**src/rtl/uart_pkg.sv**
```systemverilog
// Shared types and helpers for the UART receive path.
package uart_pkg;

    typedef enum logic [1:0] {
        IDLE  = 2'd0,
        START = 2'd1,
        DATA  = 2'd2,
        STOP  = 2'd3
    } uart_state_e;

    localparam int UART_BITS = 8;

    // Rounded clocks-per-bit for a given system clock and line rate.
    function automatic int calc_clk_div(input int unsigned clk_hz, input int unsigned baud_hz);
        return int'((clk_hz + (baud_hz / 32'd2)) / baud_hz);
    endfunction

endpackage

```
**src/rtl/sync_fifo.sv**
```systemverilog
// First-word fall-through synchronous FIFO; occupancy counter drives full/empty.
module sync_fifo #(
    parameter int WIDTH = 8,
    parameter int DEPTH = 16
) (
    input  logic                     clk,
    input  logic                     reset,
    input  logic                     push,
    input  logic [WIDTH-1:0]         wdata,
    input  logic                     pop,
    output logic [WIDTH-1:0]         rdata,
    output logic                     full,
    output logic                     empty,
    output logic [$clog2(DEPTH):0]   fill
);
    localparam int AW = $clog2(DEPTH);
    localparam logic [AW-1:0] PTR_ONE  = AW'(1);
    localparam logic [AW:0]   FILL_ONE = (AW + 1)'(1);
    localparam logic [AW:0]   FILL_MAX = (AW + 1)'(DEPTH);

    logic [WIDTH-1:0] mem_q [DEPTH];
    logic [AW-1:0]    wr_ptr_q, wr_ptr_d;
    logic [AW-1:0]    rd_ptr_q, rd_ptr_d;
    logic [AW:0]      fill_q, fill_d;
    logic             wr_en_s, rd_en_s;

    assign full  = (fill_q == FILL_MAX);
    assign empty = (fill_q == {(AW + 1){1'b0}});
    assign fill  = fill_q;
    assign rdata = mem_q[rd_ptr_q];

    // A full FIFO still accepts a write when the head is leaving in the same cycle.
    always_comb begin
        rd_en_s  = pop && !empty;
        wr_en_s  = push && (!full || rd_en_s);
        wr_ptr_d = wr_ptr_q;
        rd_ptr_d = rd_ptr_q;
        fill_d   = fill_q;
        if (wr_en_s) begin
            wr_ptr_d = wr_ptr_q + PTR_ONE;
        end else begin
            wr_ptr_d = wr_ptr_q;
        end
        if (rd_en_s) begin
            rd_ptr_d = rd_ptr_q + PTR_ONE;
        end else begin
            rd_ptr_d = rd_ptr_q;
        end
        case ({wr_en_s, rd_en_s})
            2'b10:   fill_d = fill_q + FILL_ONE;
            2'b01:   fill_d = fill_q - FILL_ONE;
            default: fill_d = fill_q;
        endcase
    end

    // Pointer and occupancy registers.
    always_ff @(posedge clk) begin
        if (reset) begin
            wr_ptr_q <= {AW{1'b0}};
            rd_ptr_q <= {AW{1'b0}};
            fill_q   <= {(AW + 1){1'b0}};
        end else begin
            wr_ptr_q <= wr_ptr_d;
            rd_ptr_q <= rd_ptr_d;
            fill_q   <= fill_d;
        end
    end

    // Storage array; contents need no reset since fill gates visibility.
    always_ff @(posedge clk) begin
        if (wr_en_s) begin
            mem_q[wr_ptr_q] <= wdata;
        end
    end

endmodule

```
**src/rtl/uart_rx_fifo.sv**
```systemverilog
// 8N1 UART receiver with input synchronizer, sticky error flags and a byte FIFO
// presented on a valid/ready interface.
module uart_rx_fifo
    import uart_pkg::*;
#(
    parameter int CLK_DIV     = calc_clk_div(32'd100_000_000, 32'd5_000_000),
    parameter int FIFO_DEPTH  = 16,
    parameter int SYNC_STAGES = 2
) (
    input  logic                          clk,
    input  logic                          reset,
    input  logic                          rx,
    output logic [7:0]                    m_data,
    output logic                          m_valid,
    input  logic                          m_ready,
    output logic                          frame_err,
    output logic                          overflow,
    input  logic                          err_clr,
    output logic [$clog2(FIFO_DEPTH):0]   fill
);
    localparam logic [15:0] HALF_LOAD = 16'(CLK_DIV / 2 - 1);
    localparam logic [15:0] FULL_LOAD = 16'(CLK_DIV - 1);
    localparam logic [2:0]  LAST_BIT  = 3'(UART_BITS - 1);

    logic [SYNC_STAGES-1:0] sync_q, sync_d;
    logic                   rx_s;
    uart_state_e            state_q, state_d;
    logic [15:0]            baud_q, baud_d;
    logic [2:0]             bit_q, bit_d;
    logic [UART_BITS-1:0]   shreg_q, shreg_d;
    logic                   idle_seen_q, idle_seen_d;
    logic                   frame_err_q, frame_err_d;
    logic                   overflow_q, overflow_d;
    logic                   push_s, frame_set_s, overflow_set_s;
    logic                   pop_s, fifo_full_s, fifo_empty_s;

    assign sync_d    = {sync_q[SYNC_STAGES-2:0], rx};
    assign rx_s      = sync_q[SYNC_STAGES-1];
    assign m_valid   = !fifo_empty_s;
    assign pop_s     = m_valid && m_ready;
    assign frame_err = frame_err_q;
    assign overflow  = overflow_q;

    sync_fifo #(
        .WIDTH (UART_BITS),
        .DEPTH (FIFO_DEPTH)
    ) u_fifo (
        .clk   (clk),
        .reset (reset),
        .push  (push_s),
        .wdata (shreg_q),
        .pop   (pop_s),
        .rdata (m_data),
        .full  (fifo_full_s),
        .empty (fifo_empty_s),
        .fill  (fill)
    );

    // Receiver FSM: half-bit wait to the start centre, then one sample per bit period.
    always_comb begin
        state_d     = state_q;
        baud_d      = baud_q;
        bit_d       = bit_q;
        shreg_d     = shreg_q;
        idle_seen_d = idle_seen_q;
        push_s      = 1'b0;
        frame_set_s = 1'b0;
        case (state_q)
            IDLE: begin
                if (rx_s) begin
                    idle_seen_d = 1'b1;
                end else if (idle_seen_q) begin
                    baud_d  = HALF_LOAD;
                    state_d = START;
                end else begin
                    state_d = IDLE;
                end
            end
            START: begin
                if (baud_q != 16'd0) begin
                    baud_d = baud_q - 16'd1;
                end else if (rx_s) begin
                    state_d = IDLE;
                end else begin
                    baud_d  = FULL_LOAD;
                    bit_d   = 3'd0;
                    state_d = DATA;
                end
            end
            DATA: begin
                if (baud_q != 16'd0) begin
                    baud_d = baud_q - 16'd1;
                end else begin
                    shreg_d = {rx_s, shreg_q[UART_BITS-1:1]};
                    baud_d  = FULL_LOAD;
                    if (bit_q == LAST_BIT) begin
                        state_d = STOP;
                    end else begin
                        bit_d = bit_q + 3'd1;
                    end
                end
            end
            STOP: begin
                if (baud_q != 16'd0) begin
                    baud_d = baud_q - 16'd1;
                end else begin
                    state_d = IDLE;
                    if (rx_s) begin
                        push_s = 1'b1;
                    end else begin
                        // Line may be in a break; wait for it to go high before re-arming.
                        frame_set_s = 1'b1;
                        idle_seen_d = 1'b0;
                    end
                end
            end
            default: begin
                state_d = IDLE;
            end
        endcase
    end

    // Sticky flags: a new error in the clearing cycle takes priority.
    always_comb begin
        overflow_set_s = push_s && fifo_full_s && !pop_s;
        if (frame_set_s) begin
            frame_err_d = 1'b1;
        end else if (err_clr) begin
            frame_err_d = 1'b0;
        end else begin
            frame_err_d = frame_err_q;
        end
        if (overflow_set_s) begin
            overflow_d = 1'b1;
        end else if (err_clr) begin
            overflow_d = 1'b0;
        end else begin
            overflow_d = overflow_q;
        end
    end

    // State, synchronizer and flag registers.
    always_ff @(posedge clk) begin
        if (reset) begin
            sync_q      <= {SYNC_STAGES{1'b1}};
            state_q     <= IDLE;
            baud_q      <= 16'd0;
            bit_q       <= 3'd0;
            shreg_q     <= {UART_BITS{1'b0}};
            idle_seen_q <= 1'b1;
            frame_err_q <= 1'b0;
            overflow_q  <= 1'b0;
        end else begin
            sync_q      <= sync_d;
            state_q     <= state_d;
            baud_q      <= baud_d;
            bit_q       <= bit_d;
            shreg_q     <= shreg_d;
            idle_seen_q <= idle_seen_d;
            frame_err_q <= frame_err_d;
            overflow_q  <= overflow_d;
        end
    end

endmodule

```
**config.mk**
```make
export PLATFORM = sky130hd
export DESIGN_NAME = uart_rx_fifo
export DESIGN_NICKNAME = d
export VERILOG_FILES = /design/src/rtl/uart_pkg.sv /design/src/rtl/sync_fifo.sv /design/src/rtl/uart_rx_fifo.sv
export SDC_FILE = /design/constraint.sdc
export NUM_CORES = 1
export LEC_CHECK = 0
export BUFFER_PORTS_ARGS = -buffer_cell sky130_fd_sc_hd__buf_2
export CORE_ASPECT_RATIO = 0.8
export CORE_UTILIZATION = 32
export DETAILED_ROUTE_END_ITERATION = 7
export PLACE_DENSITY_LB_ADDON = 0.12
export SYNTH_ARGS = -nofsm -noshare
export SYNTH_HDL_FRONTEND = slang
export SYNTH_SLANG_ARGS = --single-unit
```
**constraint.sdc**
```tcl
create_clock -name clk -period 5.5 [get_ports clk]
set_input_delay 1.375 -clock clk [delete_from_list [all_inputs] [get_ports clk]]
set_output_delay 1.375 -clock clk [all_outputs]
set_load 0.02 [all_outputs]
```
# Word-level counts from Yosys, hierarchy flattened
# Memory sizes are Yosys's and may differ from the RTL's. A register that Yosys moved wholly into a read port is not among the register bits.
# Index checks and enable logic that the tools add are counted.
[word_totals]
regBits = 47
ram_bits = 128
inputBits = 5
output_inout_bits = 16
wordCells = 98
mem_count = 1
[memory_table]
columns = ["memory", "words", "word_bits", "read_ports", "rd_clocked_by_memory_dff", "wr", "line_no", "source"]
rows = [
  ["u_fifo.mem_q", 16, 8, 1, 1, 1, "sync_fifo.sv:21", "logic [WIDTH-1:0] mem_q [DEPTH];"],
]
[classes]
addsub = 6
eq_ne = 19
mux = 38
n_bitwise = 1
n_reduce_logical = 22
[op_table]
columns = ["cell", "count"]
rows = [
  ["2-to-1 mux 16 bit", 6],
  ["case mux 16 bit (4 select lines)", 1],
  ["!= test 2 bit, second input constant", 11],
  ["nonzero test 16 bit", 1],
  ["subtractor 16 x 1 -> 16 bit, second input constant", 1],
  ["2-to-1 mux 1 bit", 15],
  ["2-to-1 mux 2 bit", 6],
  ["2-to-1 mux 3 bit", 4],
  ["case mux 5 bit (2 select lines)", 1],
  ["AND reduction 5 bit", 2],
  ["nonzero test 2 bit", 5],
  ["adder 4 x 1 -> 4 bit, second input constant", 2],
  ["2-to-1 mux 4 bit", 2],
  ["case mux 2 bit (4 select lines)", 1],
  ["AND reduction 4 bit", 2],
  ["equality test 2 bit, second input constant", 3],
  ["case mux 3 bit (2 select lines)", 1],
  ["adder 5 x 1 -> 5 bit, second input constant", 1],
  ["equality test 5 bit, second input constant", 1],
  ["logical AND 1 bit", 5],
  ["logical NOT 5 bit", 1],
  ["subtractor 5 x 1 -> 5 bit, second input constant", 1],
  ["equality test 2 x 1 -> 1 bit, second input constant", 2],
  ["adder 3 x 1 -> 3 bit, second input constant", 1],
  ["other kinds (8)", 10],
]

# Longest topological paths before layout
# Gate-level depths: netlist of the first run.
[logic_depth]
word_depth = 8
ltp_mapped = 16
ltp_nobuf = 14

# By module
# A second synthesis of the first run with hierarchy kept.
[hier_totals]
hier_cells = 533
area_unflattened_um2 = 7637.3
[by_module_without_submodules]
columns = ["module", "instances", "cells_each", "area_per_inst_um2", "seq_area_each_um2"]
rows = [
  ["sync_fifo", 1, 322, 5854.4, 4184.0],
  ["uart_rx_fifo", 1, 211, 1783.0, 680.7],
]

# Worst setup path before layout of the first run
# No wires, ideal clock.
[synth_path]
kind = "input to register"
startpoint = "in m_ready"
endpoint = "reg u_fifo.fill_q[4] (netlist: u_fifo.fill[4])"
setup_ns = 0.121
t_arrival_ns = 3.545
required_ns = 5.379
setup_slack_ns = 1.835
cell_stages = 13
n_path_buf = 2
path_cell_list = "nor3b_4 > nor4bb_1 > buf_2 > inv_1 > ha_1 > clkbuf_1 > xor2_1 > ha_1 > a211o_1 > nand2_1 > nand3b_1 > a31oi_1 > mux2_2"
[synth_via]
elab_chain_cells = 6
elab_cells_between_ends = 8
cone_classes = "eq/ne (2); mux (1); reduce/logical (5)"
[synth_rtl]
columns = ["element", "line_no", "source"]
rows = [
  ["start, declared", "uart_rx_fifo.sv:15", "input logic m_ready,"],
  ["logical AND 1 bit *", "uart_rx_fifo.sv:40", "assign pop_s = m_valid && m_ready;"],
  ["logical AND 1 bit *", "sync_fifo.sv:34", "rd_en_s = pop && !empty;"],
  ["logical OR 1 bit", "sync_fifo.sv:35", "wr_en_s = push && (!full || rd_en_s);"],
  ["logical AND 1 bit", "sync_fifo.sv:35", ""],
  ["equality test 2 x 1 -> 1 bit / equality test 2 bit (equally long branches)", "sync_fifo.sv:49", "case ({wr_en_s, rd_en_s})"],
  ["case mux 5 bit (2 select lines) / nonzero test 2 bit (equally long branches)", "n/a", ""],
  ["end signal, assigned", "sync_fifo.sv:61", "fill_q <= {(AW + 1){1'b0}};"],
  ["end signal, assigned", "sync_fifo.sv:65", "fill_q <= fill_d;"],
  ["end, declared", "sync_fifo.sv:24", "logic [AW:0] fill_q, fill_d;"],
]
# Mark *: on every way between the ends. The rest lies on a longest branch, timed or not.
# A chain may end at the register's enable or synchronous reset.

==> impl_metrics.csv, run 1 <==
group,metric,value,unit
timing,hold_viol_final,0,
timing,worst_pin_slew,1.07,ns
synthesis,synth_top_area_share,50.1,%
place,post_dp_cell_area,8110,µm²
worst_hold_path,whs_endpoint,"sync_q[1]",
synthesis,synthSimpleGateAreaFrac,10.9,%
synthesis,yosys_warnings,0,
synthesis,ys.flop_type,"edfxtp_1",
critical_path,slowest_stage,"mux4_2",
timing,setup_viol,0,
routing,drc,0,
power_and_ir_drop,ir_worst_vdd,0.172,mV
critical_path,crit_buf_inv,2,
synthesis,synth-edff-count,128,
routing,top_layer_used,"met4",
synthesis,async_flop_share,0,%
cells_and_area,multi_input_area,2640,µm²
place,place_congestion,0.785,
routing,wl_met1,7.71,mm
routing,drt-pass1-iter-count,5,
critical_path,regToRegSetupSlack,1.92,ns
timing,rsz0062_at_grt,"no",
synthesis,avgSynthCellArea,14.7,µm²
clocking,clockBufferDepth,2,
critical_path,cp_max_fo,32,
cells_and_area,nNetsFinal,564,
clocking,cts_tree,"done",
synthesis,yosysMostFrequentCell,"edfxtp_1",
floorplanning,die_w,175,µm
clocking,clk-insertion-delay-late,0.44,ns
grt,antenna_found_initial,0,
cells_and_area,drive_gt1_share,22.4,%
synthesis,synth_seq_cells,179,
timing,report.final.slew_viol_count,0,
synthesis,synth_area_leader_cell,"edfxtp_1",
critical_path,path_common_cell,"mux4_2",
clocking,ctsHoldBuffers,0,
worst_hold_path,min_path_cells,1,
critical_path,crit_path_end_kind,"primary output",
timing,hold-worst-slack,0.426,ns
synthesis,synth_area,7680,µm²
timing,tns,0,ns
grt,grt_remaining_overflow,0,
synthesis,synth_cell_type_count,62,
critical_path,cp.required,4.12,ns
power_and_ir_drop,total_power,2.89,mW
clocking,numCtsBuffers,17,
grt,grt_pass1_wl,26.0,mm
critical_path,slowest_delay,0.65,ns
floorplanning,die_h,141,µm
power_and_ir_drop,p_leak,2.86,nW
critical_path,worst_ep_arrival_time,2.63,ns
grt,grt_max_degree,40,
synthesis,synthCells,523,
routing,vias,4276,
clocking,postCtsResizedCells,0,
critical_path,reg2reg_depth,13,
synthesis,synth_xor_area_share,2.05,%
place,dp_hpwl,10.5,mm
synthesis,synth_compound_area_share,5.93,%
synthesis,yosys-top-cells-area,"edfxtp_1 (50%), dfxtp_1 (13%), mux4_2 (12%)",
clocking,clk_pin_slew,0.08,ns
routing,vias_per_cell,4.94,
cells_and_area,seq_area,4870,µm²
grt,grt_usage,14.2,%
cells_and_area,antenna_cells,0,
grt,grt_pass1_vias,4368,
routing,drt_iter0_drc,378,
flow_run,drv_cap,0,
synthesis,ys_top_cells_by_count,"edfxtp_1 (128), dfxtp_1 (51), nand2_1 (42), mux4_2 (40), nor2_1 (40)",
timing,max_freq,250,MHz
floorplanning,core_area,23500,µm²
routing,wl_met2,7.71,mm
critical_path,critical_path_class,"flop to primary output",
critical_path,rr_startpoint,"baud_q[6]",
cells_and_area,area_growth,13.8,%
cells_and_area,fillers,2200,
floorplanning,start_util,32.7,%
power_and_ir_drop,power_density,331,nW/µm²
timing,relSlewSlack,28.3,%
run_status,status,"finished clean",
critical_path,start_kind,"flop",
critical_path,rr_endpoint,"u_fifo.fill[4]",
worst_hold_path,hold_path.class,"flop to flop",
cells_and_area,fin_area,8740,µm²
timing,fin_crit_sh,72.8,%
critical_path,crit_chain,"buf_4 > mux4_2 > mux4_2 > buf_2",
timing,layout_min_cycle_time,4.01,ns
routing,ant_nets,0,
clocking,htreeDepth,4,
clocking,cts-root-buf,"clkbuf_16",
synthesis,synth_top_family_by_area,"multiplexers",
place,port-buffer-count,20,
routing,wl,16.2,mm
routing,wl_met3,662,µm
floorplanning,num_rows,50,
timing,setup_ws,1.49,ns
clocking,cts_sinks,179,
floorplanning,io_pins,21,
synthesis,synthMuxAreaShare,12.5,%
synthesis,syn_nets,546,
timing,clock_skew,0.0177,ns
floorplanning,die_area,24600,µm²
synthesis,yosysSeqAreaShare,63.4,%
clocking,postCtsSetupRepairBufs,0,
place,place_ws,1.54,ns
critical_path,critical_path.top_delay_family,"multiplexers",
routing,drt-wirelength-per-cell,18.7,µm
synthesis,synthAdderAreaFrac,2.93,%
worst_hold_path,hold_start,"sync_q[0]",
## cells by family (layout without fill, tap and decap cells)
logic type / count (synthesis) / after routing
xor+xnor: 18 / 18
buf+inv: 44 / 75
mux: 46 / 46
simple gates: 150 / 150
compound gates: 68 / 68
flops: 179 / 179
fa+ha+maj: 18 / 18
## cells in the final DEF (no fill, tap or decap), drive strengths merged, types with 5 or more instances in the layout
| master | instances |
|---|---|
| or2 | 6 |
| or4 | 8 |
| clkbuf | 17 |
| mux4 | 40 |
| buf | 28 |
| edfxtp | 128 |
| xor2 | 13 |
| ha | 18 |
| nand2 | 42 |
| nand3 | 5 |
| nor2 | 41 |
| a21oi | 27 |
| nor2b | 5 |
| nand4 | 5 |
| nand2b | 6 |
| inv | 26 |
| xnor2 | 5 |
| nor4 | 6 |
| nor3 | 8 |
| o21ai | 9 |
| nor3b | 5 |
| dfxtp | 51 |
## metal layers
layer	vias up	track usage, %
li1	2037	-
met5	-	0
met3	11	2.93
met2	63	22.3
met1	2165	19.8
met4	0	4.44
## worst max-delay path by stage
stage                       start             end  slack, ns  depth (start not counted)
after global routing         flop       m_data[7]       1.34                          4
after floorplan           m_ready  u_fifo.fill[4]       1.83                         13
after global placement    m_ready  u_fifo.fill[4]       1.66                         13
after CTS                    flop       m_data[4]       1.42                          4
final                        flop       m_data[5]       1.49                          4
after detailed placement  m_ready  u_fifo.fill[4]       1.54                         13
## registers in the layout, indices dropped and copies added (netlist names), named ones only
signal and cells:
baud_q 16, bit_q 3, frame_err 1, idle_seen_q 1, overflow 1, shreg_q 8, state_q 1, sync_q 2
u_fifo.fill 5, u_fifo.mem_q 128, u_fifo.rd_ptr_q 4, u_fifo.wr_ptr_q 4
## power by group
| part | switching (mW) | total [mW] | internal [mW] |
|---|---|---|---|
| combinational | 0.118 | 0.182 | 0.0641 |
| clock | 0.620 | 1.25 | 0.635 |
| sequential | 0.0191 | 1.46 | 1.44 |
| total | 0.757 | 2.89 | 2.13 |
## worst reg2reg max path: stages, from the launching register on
cell and delay (ns):
dfxtp_1 0.37, nor4_2 0.49, nand4_2 0.34, nor4bb_1 0.38, buf_4 0.21, inv_1 0.06, ha_1 0.30, xor2_1 0.19
ha_1 0.23, a211o_1 0.27, nand2_1 0.07, nand3b_1 0.07, a31oi_1 0.17, mux2_2 0.35
## stage by stage
stage | util [%] | instances
global route | 37.2 | 866
detailed placement | 34.6 | 834
floorplan | - | 523
CTS | 37.2 | 866
global placement | 34.6 | 834
finish | 37.2 | 866
## area by class of cell
type	count	area share, %
Inverter	15	0.644
Clock buffer	17	4.87
Tap cell	312	4.47
Multi-Input combinational cell	300	30.2
Clock inverter	15	2.31
Sequential cell	179	55.7
Timing Repair Buffer	28	1.83
(Power assumes the default switching activity.)
==> inputs of run 2 (changes only) <==
Settings changed: ABC_AREA set to 1.
Clock period 5.5 ns to 3.3 ns, I/O delays scaled along.
==> run 2 against run 1 <==
  * Sequential power up 88%
  * Critical path type unchanged
  * Flip-flop and latch count stayed put
  * Critical path depth is 2 higher
  * Sequential share of layout area decreased by 1.9 points
  * Total power grew to 2.6 times the previous value
  * Wire length increased by 14%
  * Via count increased by 23%
  * Clock power increased by 61%
  * Die area increased by 2.7%
  * Hold slack got worse by 0.0049 ns
==> impl_metrics.csv, run 2 <==
group,metric,value,unit
timing,report.final.slew_viol_count,0,
cells_and_area,antenna_cells,0,
timing,fin_crit_sh,91.4,%
power_and_ir_drop,total_power,7.66,mW
synthesis,synth-edff-count,128,
critical_path,crit_chain,"buf_4 > mux2i_1 > o211ai_1 > nand3_1 > nand2_1 > buf_2",
floorplanning,die_area,25300,µm²
synthesis,synth_cell_type_count,33,
critical_path,critical_path.top_delay_family,"flip-flops",
floorplanning,die_w,178,µm
critical_path,slowest_delay,0.56,ns
synthesis,synth_seq_cells,179,
timing,rsz0062_at_grt,"no",
clocking,cts_tree,"done",
cells_and_area,fin_cells,1112,
clocking,htreeDepth,4,
floorplanning,num_rows,51,
place,place_congestion,0.804,
timing,hold_viol_final,0,
cells_and_area,top_regs,"u_fifo.mem_q x128, baud_q x16, shreg_q x8",
clocking,cts_sinks,179,
synthesis,synth_area,7890,µm²
clocking,ctsHoldBuffers,0,
floorplanning,io_pins,21,
critical_path,worst_ep_arrival_time,2.19,ns
power_and_ir_drop,power_density,847,nW/µm²
critical_path,regToRegSetupSlack,0.58,ns
clocking,cts-root-buf,"clkbuf_16",
clocking,clk_pin_slew,0.08,ns
cells_and_area,fin_util,37.3,%
clocking,numCtsBuffers,17,
synthesis,synthCells,747,
cells_and_area,final_cell_mix,"edfxtp_1 (128), nand2_1 (94), inv_1 (80), nor2_1 (69), a21oi_1 (61)",
synthesis,async_flop_share,0,%
synthesis,synth_area_leader_cell,"edfxtp_1",
grt,grt_remaining_overflow,0,
place,dp_cells,1080,
cells_and_area,fillers,2402,
place,dp_hpwl,12.3,mm
routing,drc,0,
synthesis,yosys_warnings,0,
critical_path,crit_buf_inv,2,
clocking,postCtsSetupRepairBufs,0,
timing,relSlewSlack,46.2,%
routing,drt-wirelength-per-cell,16.6,µm
routing,vias,5262,
cells_and_area,nNetsFinal,804,
grt,grt_pass1_vias,4979,
synthesis,ys.flop_type,"edfxtp_1",
critical_path,start_kind,"flop",
clocking,postCtsResizedCells,0,
floorplanning,start_util,32.5,%
run_status,status,"finished clean",
routing,vias_per_cell,4.73,
place,post_dp_cell_area,8450,µm²
synthesis,yosysMostFrequentCell,"edfxtp_1",
grt,antenna_found_initial,0,
floorplanning,die_h,142,µm
routing,ant_nets,0,
cells_and_area,drive_gt1_share,12.6,%
critical_path,cp_max_fo,25,
flow_run,drv_cap,0,
grt,grt_pass1_wl,28.7,mm
worst_hold_path,hold_path.class,"flop to flop",
grt,grt_usage,15.4,%
place,port-buffer-count,20,
synthesis,syn_nets,770,
cells_and_area,largest_reg_flops,128,
grt,grt_max_degree,37,
critical_path,crit_path_end_kind,"primary output",
critical_path,critical_path_class,"flop to primary output",
cells_and_area,area_growth,14.6,%
timing,max_freq,332,MHz
power_and_ir_drop,p_leak,3.46,nW
synthesis,yosysSeqAreaShare,61.7,%
cells_and_area,fin_area,9040,µm²
clocking,clockBufferDepth,2,
clocking,clk-insertion-delay-late,0.44,ns
timing,worst_pin_slew,0.805,ns
routing,drt_iter0_drc,469,
floorplanning,core_area,24200,µm²
cells_and_area,final_common_cell,"edfxtp_1",
timing,setup_viol,0,
routing,wl,18.4,mm
power_and_ir_drop,ir_worst_vdd,0.401,mV
timing,clock_skew,0.0199,ns
synthesis,synth_top_area_share,48.7,%
synthesis,avgSynthCellArea,10.6,µm²
timing,layout_min_cycle_time,3.02,ns
synthesis,yosys-top-cells-area,"edfxtp_1 (49%), dfxtp_1 (13%), nand2_1 (4.5%)",
synthesis,ys_top_cells_by_count,"edfxtp_1 (128), nand2_1 (94), inv_1 (80), nor2_1 (69), a21oi_1 (61)",
routing,drt-pass1-iter-count,7,
critical_path,cp.required,2.47,ns
cells_and_area,regMostFlops,"u_fifo.mem_q",
critical_path,slowest_stage,"dfxtp_4",
timing,tns,0,ns
-- run 2: area by class of cell --
cell class                      count  area, µm²  area share [%]
Clock buffer                       17        425            4.70
Clock inverter                     15        166            1.84
Inverter                           83        313            3.46
Multi-Input combinational cell    457       2590            28.6
Sequential cell                   179       4870            53.8
Tap cell                          318        398            4.40
Timing Repair Buffer               43        285            3.15
-- run 2: final timing paths --
| check | cells past startpoint | endpoint | from |
|---|---|---|---|
| setup / recovery | 6 | m_data[7] | flop |
| hold / removal | 1 | sync_q[1] | sync_q[0] |
| hold reg to reg | 1 | sync_q[1] | sync_q[0] |
| setup reg to reg | 17 | u_fifo.fill[4] | baud_q[0] |
-- run 2: power by group --
group / internal [mW] / switching (mW) / leakage, nW
logic: 0.972 / 1.92 / 1.57
clock network: 1.02 / 0.993 / 0.289
registers: 2.54 / 0.212 / 1.60
total: 4.53 / 3.12 / 3.46
-- run 2: kinds of logic after synthesis --
family	count (synthesis)	share of synthesized area (%)
fa+ha+maj	18	2.85
simple gates	244	13.8
xor+xnor	12	1.33
buf+inv	111	5.55
mux	32	4.06
flops	179	61.7
compound gates	151	10.7
-- run 2: through the flow --
stage / hold slack, ns / worst slack [ns]
floorplan: 0.389 / 0.807
global placement: 0.404 / 0.533
detailed placement: 0.401 / 0.435
CTS: 0.426 / 0.221
global route: 0.451 / 0.116
finish: 0.421 / 0.285
-- run 2: metal layers --
layer  vias to the layer above  part of all wire [%]  global-route usage, %
met4                         0                  0.89                   3.96
met2                        62                    44                   23.4
met3                        12                   2.8                   3.23
met1                      2520                    52                   22.1
li1                       2668                     -                      -
met5                         -                     0                      0
-- run 2: worst register-to-register path, cell delays in order (launching register included) --
cell     delay (ns)
dfxtp_1        0.32
inv_1          0.11
ha_1           0.18
nand3_1        0.12
nor2_4         0.19
nand2_2        0.12
nor3_4         0.18
nand2_2        0.13
ha_1           0.27
xor2_1         0.21
ha_1           0.17
inv_1          0.04
nand2_1        0.09
nand3_1        0.09
nand2_1        0.11
xor2_1         0.14
nand2_1        0.06
a21oi_1        0.11
